**src/rtl/ltc_2656_sequencer.sv**
```systemverilog
// ltc_2656_sequencer: shadow-register file that flushes dirty channels to the ltc_2656 SPI driver
// in ascending channel order, optionally finishing with one simultaneous LDAC update.
module ltc_2656_sequencer #(
  parameter bit LDAC_EN = 1'b1
) (
  input  logic        clk,
  input  logic        resetn,
  input  logic        wr_en,
  input  logic [2:0]  wr_channel,
  input  logic [15:0] wr_value,
  input  logic        commit,
  output logic        busy,
  output logic        done,
  output logic [7:0]  dirty,
  input  logic        drv_idle,
  output logic        drv_start,
  output logic [3:0]  drv_cmd,
  output logic [3:0]  drv_channel,
  output logic [15:0] drv_value,
  output logic        drv_ldac
);
  localparam logic [2:0] S_IDLE  = 3'd0;
  localparam logic [2:0] S_ISSUE = 3'd1;
  localparam logic [2:0] S_HOLD  = 3'd2;
  localparam logic [2:0] S_WAIT  = 3'd3;
  localparam logic [2:0] S_LDAC  = 3'd4;
  localparam logic [2:0] S_LHOLD = 3'd5;
  localparam logic [2:0] S_LWAIT = 3'd6;
  localparam logic [2:0] S_DONE  = 3'd7;
  logic [2:0]  r_state;
  logic [15:0] r_shadow [8];
  logic [7:0]  r_pending;
  logic        r_commit_q;
  logic [2:0]  w_n;
  logic [7:0]  w_set;
  logic [7:0]  w_clr;
  logic [7:0]  w_mask;
  logic        w_issue;
  always_comb begin
    w_n = 3'd0;
    for (int i = 7; i >= 0; i--)
      if (r_pending[i]) w_n = 3'(i);
  end
  assign w_issue = (r_state == S_ISSUE) && drv_idle;
  assign w_set   = wr_en ? (8'b1 << wr_channel) : 8'b0;
  assign w_clr   = w_issue ? (8'b1 << w_n) : 8'b0;
  // a write landing in the commit cycle joins the flush
  assign w_mask  = dirty | w_set;
  assign busy    = (r_state != S_IDLE) || r_commit_q;
  always_ff @(posedge clk or negedge resetn) begin
    if (!resetn) begin
      r_state     <= S_IDLE;
      r_pending   <= 8'b0;
      r_commit_q  <= 1'b0;
      dirty       <= 8'b0;
      done        <= 1'b0;
      drv_start   <= 1'b0;
      drv_ldac    <= 1'b0;
      drv_cmd     <= 4'b0;
      drv_channel <= 4'b0;
      drv_value   <= 16'b0;
      for (int i = 0; i < 8; i++) r_shadow[i] <= 16'h0000;
    end else begin
      // a same-cycle write re-sets the bit being cleared by the issue
      dirty     <= (dirty & ~w_clr) | w_set;
      r_pending <= r_pending & ~w_clr;
      done      <= 1'b0;
      if (wr_en) r_shadow[wr_channel] <= wr_value;
      if (commit && r_state != S_IDLE) r_commit_q <= 1'b1;
      case (r_state)
        S_IDLE: if (commit || r_commit_q) begin
          r_commit_q <= 1'b0;
          r_pending  <= w_mask;
          r_state    <= (w_mask == 8'b0) ? S_DONE : S_ISSUE;
        end
        S_ISSUE: if (drv_idle) begin
          drv_cmd     <= LDAC_EN ? 4'b0000 : 4'b0011;
          drv_channel <= {1'b0, w_n};
          drv_value   <= r_shadow[w_n];
          drv_start   <= 1'b1;
          r_state     <= S_HOLD;
        end
        S_HOLD: begin
          drv_start <= 1'b0;
          r_state   <= S_WAIT;
        end
        S_WAIT: if (drv_idle)
          r_state <= (r_pending != 8'b0) ? S_ISSUE : (LDAC_EN ? S_LDAC : S_DONE);
        S_LDAC: begin
          drv_ldac <= 1'b1;
          r_state  <= S_LHOLD;
        end
        S_LHOLD: begin
          drv_ldac <= 1'b0;
          r_state  <= S_LWAIT;
        end
        S_LWAIT: if (drv_idle) r_state <= S_DONE;
        default: begin
          done    <= 1'b1;
          r_state <= S_IDLE;
        end
      endcase
    end
  end
endmodule

```
**config.mk**
```make
export PLATFORM = sky130hd
export DESIGN_NAME = ltc_2656_sequencer
export DESIGN_NICKNAME = d
export VERILOG_FILES = /design/src/rtl/ltc_2656_sequencer.sv
export SDC_FILE = /design/constraint.sdc
export NUM_CORES = 1
export LEC_CHECK = 0
export ABC_CLOCK_PERIOD_IN_PS = 3800
export CORE_ASPECT_RATIO = 1.4
export CORE_MARGIN = 2
export CORE_UTILIZATION = 60
export CTS_CLUSTER_SIZE = 40
export DETAILED_ROUTE_END_ITERATION = 6
export GPL_ROUTABILITY_DRIVEN = 0
export PLACE_DENSITY_LB_ADDON = 0.12
export SYNTH_ARGS = -nofsm -noshare
export SYNTH_HDL_FRONTEND = slang
export SYNTH_SLANG_ARGS = --single-unit
```
**constraint.sdc**
```tcl
create_clock -name clk -period 3.8 [get_ports clk]
set_input_delay 0.76 -clock clk [delete_from_list [all_inputs] [get_ports clk]]
set_output_delay 0.76 -clock clk [all_outputs]
set_load 0.02 [all_outputs]
```
## Yosys cells after proc, flatten, opt, wreduce, memory -nomap -nowiden

Index checks and enable logic that the tools add are counted.

- Magnitude comparators: 3
- Eq/ne operators: 10
- Shift operators: 2
- Multiplexer cells: 32
- Bitwise operators: 7
- Reduce and logical (&&, ||, !) cells: 15

Operator list:

| kind | count |
|---|---|
| 128-bit bitwise mux | 1 |
| 16-bit binary-select mux with 3-bit select | 1 |
| 16-bit demux with 3-bit select | 1 |
| 16-bit 2-to-1 mux | 3 |
| 3-bit 2-to-1 mux | 14 |
| 8-bit 2-to-1 mux | 4 |
| 3-bit case mux with 7 select lines | 1 |
| 8-bit bitwise AND | 2 |
| 8-bit OR | 2 |
| 1-bit by 3-bit left shift with 8-bit output (first input constant) | 2 |
| 3-bit equality test (second input constant) | 3 |
| 4-bit greater-or-equal comparator (second input constant) | 2 |
| 8-bit logical NOT | 1 |
| 2-bit inequality test (second input constant) | 4 |
| 3-bit NOT with 4-bit output | 2 |
| 8-bit NOT | 1 |
| 8-bit nonzero test | 1 |
| 7-bit OR reduction | 1 |
| 3-bit by 2-bit equality test with 1-bit output (second input constant) | 2 |
| 1-bit 2-to-1 mux | 5 |
| 4-bit by 1-bit < comparator with 1-bit output (second input constant) | 1 |
| 1-bit case mux with 2 select lines | 2 |
| 2-bit AND reduction | 2 |
| 4-bit AND reduction | 1 |
| 6 further kinds | 10 |

- Register bits after elaboration: 170
- Bits of input ports: 24
- Output and inout port bits: 36
- Logic and storage cells: 86

## Depth between registers and ports, before layout

- Word-level depth: 14
- Mapped depth: 8
- Mapped depth without buffers: 5

## Worst setup path after synthesis

Ideal clock, no wire load.

- Path type: input to register
- Start point: input wr_channel[1]
- End point: register r_shadow[54] (netlist name)
- Arrival: 2.046 ns
- Required time: 3.675 ns
- Path slack: 1.630 ns
- Stages on the path: 5
- Path buffers: 2
- Cell sequence: buf_2 -> nand2b_1 -> nor2_1 -> buf_2 -> mux2_2

- Longest elaborated chain between the ends: 6

RTL lines:

| item | line | source |
|---|---|---|
| start: declaration | 9 | `input logic [2:0] wr_channel,` |
| 3-bit NOT with 4-bit output (implied by the code) (*) | 68 | `if (wr_en) r_shadow[wr_channel] <= wr_value;` |
| 4-bit greater-or-equal comparator (implied by the code) / 4-bit by 1-bit < comparator with 1-bit output (equally long branches) | 68 |  |
| 1-bit logical AND (implied by the code) | 68 |  |
| 16-bit 2-to-1 mux (implied by the code) | 68 |  |
| 16-bit demux with 3-bit select (*) | 68 |  |
| 128-bit bitwise mux (*) | 68 |  |
| end signal: indexed assignment | 68 |  |
| end: declaration | 31 | `logic [15:0] r_shadow [8];` |

Mark *: on every way between the ends. The rest lies on a longest branch, timed or not.
A chain may end at the register's enable or synchronous reset.

## Worst setup path after layout

- Start point: register r_state[0]
- End point: output busy

- Longest elaborated chain between the ends: 2

RTL lines:

| item | line | source |
|---|---|---|
| start: declaration | 30 | `logic [2:0] r_state;` |
| start signal: assignment | 74 | `r_state <= (w_mask == 8'b0) ? S_DONE : S_ISSUE;` |
| start signal: assignment | 88 | `r_state <= (r_pending != 8'b0) ? S_ISSUE : (LDAC_EN ? S_LDAC : S_DONE);` |
| 3-bit nonzero test | 49 | `assign busy = (r_state != S_IDLE) \|\| r_commit_q;` |
| 1-bit logical OR | 49 |  |
| end: declaration | 12 | `output logic busy,` |

No other way between the ends.

==> reports/qor.yml <==
status: "complete, no violations"
ir_drop_mv: 0.369
io_buffers: 54
r2r_cells: 6
tritoncts: "done"
cts-hold-fix-buffers: 0
hp-class: "input pin to asynchronous set/reset pin"
r2r_slack_ns: 1.37
vias: 5639
synth-edff-count: 0
crit_type: "flip-flop to output port"
cellLeakagePower_nw: 3.96
power_density_nw_per_um2: 730
rsz0062_at_grt: "false"
nNetsFinal: 782
drt_wl_total_mm: 19.4
cts_root_buf: "clkbuf_16"
die_w_microns: 99.8
synth.cell_area_sq_um: 7710
async_reset_ff_frac: 1.00
grtUsageTotal: 0.295
insertion_delay_ns: 0.42
vias_per_cell: 6.12
yosys_warnings: 0
design.die.area_sq_um: 13800
seq_area_sq_um: 4250
fillers: 943
final_cell_mix: "177 x nand2_1, 170 x dfrtp_1, 109 x mux2_2"
worstPathRequired_ns: 3.04
hold_viol_final: 0
grt_pass1_wl_mm: 31.4
cap_violations: 0
num_rows: 49
ios: 60
clockBufferDepth: 2
end_kind: "output port"
areaGrowthSynthToFinish_pct: 16.2
wl_per_cell_microns: 21.0
path_max_fanout: 15
grt-ovfl-total: 0
grt_max_degree: 75
multiInputGateArea_sq_um: 3170
clock.fmax_mhz: 365
ys_ff_latch: 170
worst_pin_slew_ns: 1.03
post-place-cells: 892
clk_pin_slew_ns: 0.07
cts_inserted_buffers: 17
ys_types: 50
drc: 0
cts.sinks: 170
cts_setup_buffers: 0
start_util: 0.608
ys_top_cells_by_area: "dfrtp_1 55%, mux2_2 16%, nand2_1 8.6%, a22oi_1 3.2%, a21oi_1 2.5%"
cts_resized: 0
dp_hpwl_mm: 12.1
layout-drive-gt1-share: 0.228
synth_area_per_cell_sq_um: 10.9
maxSlewViolCount: 0
grt_pass1_vias: 5960
antenna_found_initial: 0
start_kind: "flip-flop"
period_needed_ns: 2.74
fin_tns_setup_ns: 0
setup_viol: 0
synth_top_area_frac: 0.552
ys_seq_area_frac: 0.552
dr.pass1.iters: 5
maxSlewHeadroom: 0.309
coreArea_sq_um: 12700
final_common_cell: "nand2_1"
die_h_microns: 138
crit_arrival_ns: 1.98
diodes: 0
fin_crit_sh: 0.720
synth-main-ff-cell: "dfrtp_1"
antenna_left: 0
syn-instance-count: 707
fin_cells: 921
fin_worst_skew_ns: 0.00917
drt_iter0_drc: 343
synth_top_cell_by_area: "dfrtp_1"
cts_max_level: 4
## kinds of logic after synthesis
family | share of synthesized area
AND/OR/NAND/NOR | 0.139
flip-flops | 0.552
AO/OA/AOI/OAI | 0.103
multiplexers | 0.164
buffers and inverters | 0.0412
XOR/XNOR | 0.00114
other | 0.000486
## registers in the layout (all words and copies together) (netlist names)
register and cells:
drv_value 16, drv_channel 3, drv_ldac 1, r_shadow 128
done 1, r_pending 8, r_commit_q 1, r_state 3
drv_start 1, dirty 8
## worst paths after layout
kind | startpoint | to
worst max-delay path | r_state[0] | busy
worst min-delay path | resetn | r_shadow[79]
worst max register to register | r_pending[3] | drv_value[0]
worst min register to register | r_shadow[29] | r_shadow[29]
max in group asynchronous | resetn | r_shadow[57]
min in group clk | r_shadow[29] | r_shadow[29]
## layout make-up
type | count | share of cell area
sequential | 170 | 0.475
multi-input combinational | 488 | 0.354
timing repair buffer | 74 | 0.0800
clock buffer | 19 | 0.0506
tap | 153 | 0.0214
clock inverter | 10 | 0.0161
inverter | 7 | 0.00293
## synth_stat cells, types with 2 or more instances
cell type,number
o21ai_0,38
nor2_1,13
nand2b_1,6
mux2_1,3
a21o_1,2
mux2_2,109
nor3_1,3
inv_1,3
o22ai_1,2
or4_1,3
buf_6,7
nor3_2,2
nand2_1,177
buf_2,17
nand4b_1,3
nand3_1,18
a21oi_1,38
o21ai_1,3
nor2b_1,2
clkinv_1,3
clkbuf_1,11
buf_4,9
dfrtp_1,170
o31ai_1,4
nor4_1,4
a22oi_1,33
## where the power goes
part | internal, W | total [W] | switching [W]
Sequential | 0.00229 | 0.00268 | 0.000392
Clock | 0.00106 | 0.00176 | 0.000704
Combinational | 0.000974 | 0.00209 | 0.00111
Total | 0.00432 | 0.00653 | 0.00221
## worst max-delay path, cell delays in order (launching register included)
cell and delay, ns:
dfrtp_1 0.53, nor3_1 0.38, nand2b_1 0.09, clkdlybuf4s50_1 0.54
## metal layers
metal,GRT usage,routed length (microns),vias to the layer above
li1,-,-,2545
met1,0.379,7970,2898
met2,0.505,10100,164
met3,0.0526,881,32
met4,0.100,414,0
met5,0,0,-
## through the flow
stage	area (sq um)	util	power (W)	hold slack [ns]	setup WS [ns]
2_1_floorplan	7730	-	0.00405	0.440	1.63
5_1_grt	8960	0.706	0.00685	0.412	0.925
6_report	8960	0.706	0.00653	0.351	1.06
3_3_place_gp	8360	0.659	0.00469	0.452	0.800
4_1_cts	8960	0.706	0.00654	0.376	1.04
3_5_place_dp	8360	0.659	0.00477	0.457	0.732
Note: power is estimated with default switching activity, not from simulation.
